===== src/rtl/wb_regfile.sv =====
// Y86-64 write-back stage with a 15 x 64-bit register file, a sticky RUN/STOP status FSM and a retired-instruction counter. Optional macro: WB_BYPASS_EN.
// Writes commit at the clock edge; reads are combinational; status appears one edge after W_stat_i. There is no backpressure: one W-stage slot is consumed every cycle.
module wb_regfile #(
  parameter int REG_NUM = 15,
  parameter int CNT_W   = 64
) (
  input  logic             clk_i,
  input  logic             rst_i,
  input  logic [3:0]       W_stat_i,
  input  logic [3:0]       W_icode_i,
  input  logic [63:0]      W_valE_i,
  input  logic [63:0]      W_valM_i,
  input  logic [3:0]       W_dstE_i,
  input  logic [3:0]       W_dstM_i,
  input  logic [3:0]       d_srcA_i,
  input  logic [3:0]       d_srcB_i,
  output logic [63:0]      d_rvalA_o,
  output logic [63:0]      d_rvalB_o,
  output logic [3:0]       stat_o,
  output logic             halted_o,
  output logic [CNT_W-1:0] retired_o
);

  localparam logic [3:0] SBUB = 4'd0;
  localparam logic [3:0] SAOK = 4'd1;
  localparam logic [3:0] SADR = 4'd2;
  localparam logic [3:0] SINS = 4'd3;
  localparam logic [3:0] SHLT = 4'd4;

  typedef enum logic {ST_RUN = 1'b0, ST_STOP = 1'b1} state_t;

  state_t           state_q, state_d;
  logic [3:0]       stat_q, stat_d;
  logic             we, retire;
  logic [63:0]      regs [REG_NUM];
  logic [CNT_W-1:0] retired_q;
  logic             a_ok, b_ok;
  logic             icode_unused;

  // icode carries no architectural effect at write-back.
  assign icode_unused = ^W_icode_i;

  always_comb begin
    state_d = state_q;
    stat_d  = stat_q;
    we      = 1'b0;
    retire  = 1'b0;
    if (state_q == ST_RUN) begin
      case (W_stat_i)
        SBUB: stat_d = SAOK;
        SAOK: begin
          we     = 1'b1;
          retire = 1'b1;
          stat_d = SAOK;
        end
        SHLT: begin
          retire  = 1'b1;
          state_d = ST_STOP;
          stat_d  = SHLT;
        end
        SADR: begin
          state_d = ST_STOP;
          stat_d  = SADR;
        end
        default: begin
          state_d = ST_STOP;
          stat_d  = SINS;
        end
      endcase
    end
  end

  always_ff @(posedge clk_i or posedge rst_i) begin
    if (rst_i) begin
      state_q   <= ST_RUN;
      stat_q    <= SAOK;
      retired_q <= '0;
    end else begin
      state_q <= state_d;
      stat_q  <= stat_d;
      if (retire) retired_q <= retired_q + CNT_W'(1);
    end
  end

  // Port M is checked first so a shared destination takes valM (popq %rsp).
  always_ff @(posedge clk_i or posedge rst_i) begin
    if (rst_i) begin
      for (int i = 0; i < REG_NUM; i++) regs[i] <= '0;
    end else if (we) begin
      for (int i = 0; i < REG_NUM; i++) begin
        if (W_dstM_i == 4'(i))      regs[i] <= W_valM_i;
        else if (W_dstE_i == 4'(i)) regs[i] <= W_valE_i;
      end
    end
  end

  assign a_ok = int'(d_srcA_i) < REG_NUM;
  assign b_ok = int'(d_srcB_i) < REG_NUM;

  always_comb begin
    d_rvalA_o = '0;
    d_rvalB_o = '0;
    if (a_ok) d_rvalA_o = regs[d_srcA_i];
    if (b_ok) d_rvalB_o = regs[d_srcB_i];
`ifdef WB_BYPASS_EN
    // Same-cycle forwarding of the value being committed, M before E.
    if (we && a_ok && W_dstM_i == d_srcA_i)      d_rvalA_o = W_valM_i;
    else if (we && a_ok && W_dstE_i == d_srcA_i) d_rvalA_o = W_valE_i;
    if (we && b_ok && W_dstM_i == d_srcB_i)      d_rvalB_o = W_valM_i;
    else if (we && b_ok && W_dstE_i == d_srcB_i) d_rvalB_o = W_valE_i;
`endif
  end

  assign stat_o    = stat_q;
  assign halted_o  = (state_q == ST_STOP);
  assign retired_o = retired_q;

endmodule


===== config.mk =====
export PLATFORM = sky130hd
export DESIGN_NAME = wb_regfile
export DESIGN_NICKNAME = d
export VERILOG_FILES = /design/src/rtl/wb_regfile.sv
export SDC_FILE = /design/constraint.sdc
export NUM_CORES = 2
export LEC_CHECK = 0
export BUFFER_PORTS_ARGS = -buffer_cell sky130_fd_sc_hd__buf_2
export CAP_MARGIN = 20
export CORE_MARGIN = 5
export CORE_UTILIZATION = 62
export CTS_CLUSTER_DIAMETER = 60
export DETAILED_ROUTE_END_ITERATION = 12
export GPL_TIMING_DRIVEN = 1
export PLACE_DENSITY_LB_ADDON = 0.25
export SYNTH_ARGS = -nofsm -noshare
export SYNTH_HDL_FRONTEND = slang
export SYNTH_SLANG_ARGS = --single-unit

===== constraint.sdc =====
create_clock -name clk_i -period 41.3 [get_ports clk_i]
set_input_delay 4.13 -clock clk_i [delete_from_list [all_inputs] [get_ports clk_i]]
set_output_delay 4.13 -clock clk_i [all_outputs]
set_load 0.05 [all_outputs]

; ---- Word level (Yosys, flattened, before mapping)
; Cells that the tools add are included.
[word_totals]
regBits = 1029
inputBits = 154
out_inout_bits = 197
elab_cells = 136
[op_classes]
n_addsub = 1
magnitude_cmp = 4
eq_ne = 31
mux = 45
bitwise = 2
n_reduce_logical = 35
[ops]
columns = cell, n
row1 = 64-bit 2-to-1 mux, 36
row2 = 64-bit binary-select mux with 4-bit select, 2
row3 = "64-bit by 1-bit adder with 64-bit output, second input constant", 1
row4 = "4-bit equality test, second input constant", 14
row5 = "4-bit by 3-bit equality test with 1-bit output, second input constant", 9
row6 = 2-bit AND reduction, 15
row7 = 2-bit nonzero test, 15
row8 = "4-bit by 2-bit equality test with 1-bit output, second input constant", 5
row9 = "4-bit by 1-bit equality test with 1-bit output, second input constant", 3
row10 = 4-bit zero test, 3
row11 = "5-bit greater-or-equal comparator, second input constant", 2
row12 = 4-bit NOT with 5-bit output, 2
row13 = 3-bit one-hot mux with 3 select lines, 1
row14 = "4-bit less-than comparator, second input constant", 2
row15 = 1-bit 2-to-1 mux, 6
row16 = 2-bit OR reduction, 2

; ---- Longest topological paths before layout
[depth]
depth_word = 5
mapped_depth = 10
depth_no_buf = 6

; ---- Worst setup path after synthesis
; Ideal clock, no wire load.
[synth_path]
path_kind = input port to output port
from = in d_srcA_i[1]
to = out d_rvalA_o[10]
t_arrival_ns = 6.369
required_time_ns = 37.170
setup_slack_ns = 30.801
stages = 6
path_buffers = 4
path_cell_list = buf_2 buf_2 buf_2 buf_1 mux2i_1 o21ai_0
[synth_between]
elab_chain_cells = 5
elab_cells_between_ends = 6
classes_between = 1 x order compare / 4 x mux / 1 x bitwise
[synth_lines]
columns = item, line
row1 = from (decl), 15  ; input logic [3:0] d_srcA_i,
row2 = 4-bit NOT with 5-bit output (implied by the code), 103  ; if (a_ok) d_rvalA_o = regs[d_srcA_i];
row3 = 64-bit binary-select mux with 4-bit select, 103
row4 = 64-bit 2-to-1 mux (implied by the code) (2 in series), 103
row5 = 64-bit 2-to-1 mux (*), 103
row6 = to (decl), 17  ; output logic [63:0] d_rvalA_o,
; Mark *: on every way between the ends. The rest lies on a longest branch, timed or not. The select of a mux whose other input is x is not followed.

; ---- Worst setup path in the final report
[layout_path]
from = in d_srcB_i[2]
to = out d_rvalB_o[40]
[layout_between]
elab_chain_cells = 5
elab_cells_between_ends = 6
classes_between = 1 x order compare / 4 x mux / 1 x bitwise
[layout_lines]
columns = item, line
row1 = from (decl), 16  ; input logic [3:0] d_srcB_i,
row2 = 4-bit NOT with 5-bit output (implied by the code), 104  ; if (b_ok) d_rvalB_o = regs[d_srcB_i];
row3 = 64-bit binary-select mux with 4-bit select, 104
row4 = 64-bit 2-to-1 mux (implied by the code) (2 in series), 104
row5 = 64-bit 2-to-1 mux (*), 104
row6 = to (decl), 18  ; output logic [63:0] d_rvalB_o,
; Marks and branches as above.

==> flow_summary.toml <==
[run_status]
status = "completed"

[yosys]
avgSynthCellArea_um2 = 10.36
ys_seq_area_frac = 0.4101
synth_nets = 6207
ys_types = 44
ys.warnings.count = 0
ys_seq_elements = 1028
synthCells = 6052
synth.cell_area_mm2 = 0.06273

[worst_hold_path]
hold-path-endpoint = "retired_o[63]"
hp-start = "retired_o[63]"
hold_depth = 1
hold_class = "reg2reg"

[cells_and_area]
final_cells = 7442
regArea_mm2 = 0.02573
final_cell_mix = "mux2i_1 (1216), nand2_1 (1125), o21ai_0 (1093)"
layout_commonest_cell = "mux2i_1"
multi_input_area_mm2 = 0.03453
drive_gt1_frac = 0.1762
nNetsFinal = 6110
area_growth_pct = 9.569
fillers = 7498

[power]
p_per_area_mw_per_mm2 = 34.21
p_leak_nw = 30.03
peakVddDrop_uv = 34.79

[run]
maxCapViolCount = 0

[placed_design]
gp_congestion = 0.8346
portBuffers = 345
dp_cells = 7192
dp_hpwl_um = 110300

[timing]
slew_headroom = 0.2234
max_freq_mhz = 80.09
clock-skew-final_ns = 0.01743
tightest_slew_ns = 1.165
tns_ns = 0
finalHoldViolCount = 0
rsz0062_at_grt = "no"
finalCritPeriodShare = 0.3023
finalCriticalPeriod_ns = 12.49
drv_slew = 0
setup_viol = 0

[critical_path]
start_kind = "input port"
arrival_ns = 8.36
crit_path_end_kind = "primary output"
max_stage_delay_ns = 0.93
path_common_cell = "buf_4"
required_ns = 37.17
cp_slowest_cell = "buf_4"
critPathTopFamily = "buffers and inverters"
crit_fanout = 94
r2r_cells = 7
timing.rr.end = "regs[29]"
crit_type = "in2out"
rrSetupSlack_ns = 37.65
reg2reg_from = "halted_o"
path_buf_inv = 4
crit_chain = "buf_8, buf_4, buf_4, mux4_2, nor2b_1, a211oi_1, a21oi_1, buf_2"

[cts]
clkSlewWorstSetupHoldPaths_ns = 0.06
root_buffer = "clkbuf_16"
cts_max_level = 3
clk_path_buf_depth = 3
clk_latency_ns = 0.71
cts_resized = 0
post_cts_buffers = 0
numClockSinks = 1028
cts_hold_buf = 0
numCtsBuffers = 116
cts_tree = "yes"

[global_route]
grt_pass1_vias = 51491
antenna_found_initial = 38
grt_max_degree = 169
overflow = 0
grt.total_usage = 0.3663
grt_pass1_wl_um = 305800

[floorplan]
die_height_um = 328.1
dieArea_mm2 = 0.1076
fp-row-count = 116
core_mm2 = 0.1003
start_util = 0.6254
die_x_um = 328.1
boundaryPins = 351

[routing]
vias = 50766
drtPass1Iterations = 7
via_per_inst = 6.822
drt_iter0_markers = 5719
drt-total-wl_um = 200200
drc = 0
ant_nets = 0
wl_per_cell_um = 26.91
## report_power, final
part | leakage (nW) | internal [W] | switching [W]
Sequential | 14.3 | 0.00101 | 0.00000325
Combinational | 13.7 | 0.0000738 | 0.000172
Clock | 2.01 | 0.000644 | 0.000447
## synthesized netlist by cell type (all sizes together)
cell type  count  share of area
mux2i       1216           0.19
nand2       1129          0.068
o21ai       1104          0.088
dfrtp       1027           0.41
clkbuf       405          0.024
mux4         384           0.14
buf          243          0.019
o211ai       130          0.016
a21oi         65         0.0052
nor2b         65         0.0065
a211oi        63         0.0075
xnor2         34         0.0047
nor2          32         0.0020
xor2          31         0.0043
nand4         24         0.0029
nor3          21         0.0020
nand3         20         0.0018
and3          14         0.0014
nand2b        10         0.0010
nor4          10         0.0014
inv            6        0.00036
or2            5        0.00050
and4           3        0.00042
and2           2        0.00020
or4            2        0.00024
a2111oi        1        0.00014
conb           1       0.000060
dfstp          1        0.00042
ha             1        0.00020
mux2           1        0.00018
nor3b          1        0.00030
nor4b          1        0.00038
## worst reg2reg max path, cell delays in order (launching register included)
cell and delay [ns]:
dfrtp_1 0.46, nor3_2 0.26, nand2b_1 0.15, nor2_4 0.78, nand2_4 0.87, buf_4 0.68
nand2_1 0.18, o21ai_0 0.11
## routing by layer
metal  part of all wire  vias up  global-route usage  routed length [um]
met5            0.00021        -                   0                  43
met4              0.059        8              0.1999               11880
met3              0.093      700             0.07405               18620
met2               0.47     2830              0.5870               94120
met1               0.38    25508              0.4735               75580
li1                   -    21720                   -                   -
## cells by family (layout without fill, tap and decap cells)
kind of cell,Yosys count,in the layout,synth area share
mux,1601,1601,0.3321
compound gates,1363,1363,0.1165
simple gates,1339,1339,0.08860
flops,1028,1028,0.4101
buf+inv,654,657,0.04332
xor+xnor,65,65,0.009076
fa+ha+maj,1,1,0.0001994
other cells,1,31,0.00005978
## flip-flops by register name (all words and copies together) (netlist names)
signal	flops
halted_o	1
regs	960
retired_o	64
stat_o	3
## final cells by class
| class | instances | area share |
|---|---|---|
| clock buffers | 169 | 0.05025 |
| repair buffers | 433 | 0.03787 |
| multi-input cells | 4370 | 0.5025 |
| inverters | 6 | 0.0004369 |
| diodes | 30 | 0.001092 |
| flip-flops and latches | 1028 | 0.3743 |
| clock inverters | 49 | 0.008884 |
| well taps | 1357 | 0.02470 |
## stage by stage
step                      instance area, um2  hold WS, ns    util  setup WS [ns]  total power, W
final                                  68730       0.4645  0.6853          28.81        0.002351
after global routing                   68700       0.4828  0.6850          28.86        0.002412
after CTS                              68600       0.4657  0.6840          29.06        0.002353
after detailed placement               64530       0.4561  0.6435          29.08        0.001274
after global placement                 64480       0.4539  0.6429          29.08        0.001270
after floorplan                        62730       0.4609       -          8.242        0.001201
## worst max path at each step
stage	cells after the start	from	to
final	8	d_srcB_i[2]	d_rvalB_o[40]
after global routing	8	d_srcB_i[2]	d_rvalB_o[40]
after CTS	8	d_srcB_i[2]	d_rvalB_o[40]
after detailed placement	8	d_srcB_i[2]	d_rvalB_o[40]
after global placement	8	d_srcB_i[2]	d_rvalB_o[40]
after floorplan	1	rst_i	halted_o
Note: power is estimated with default switching activity, not from simulation.
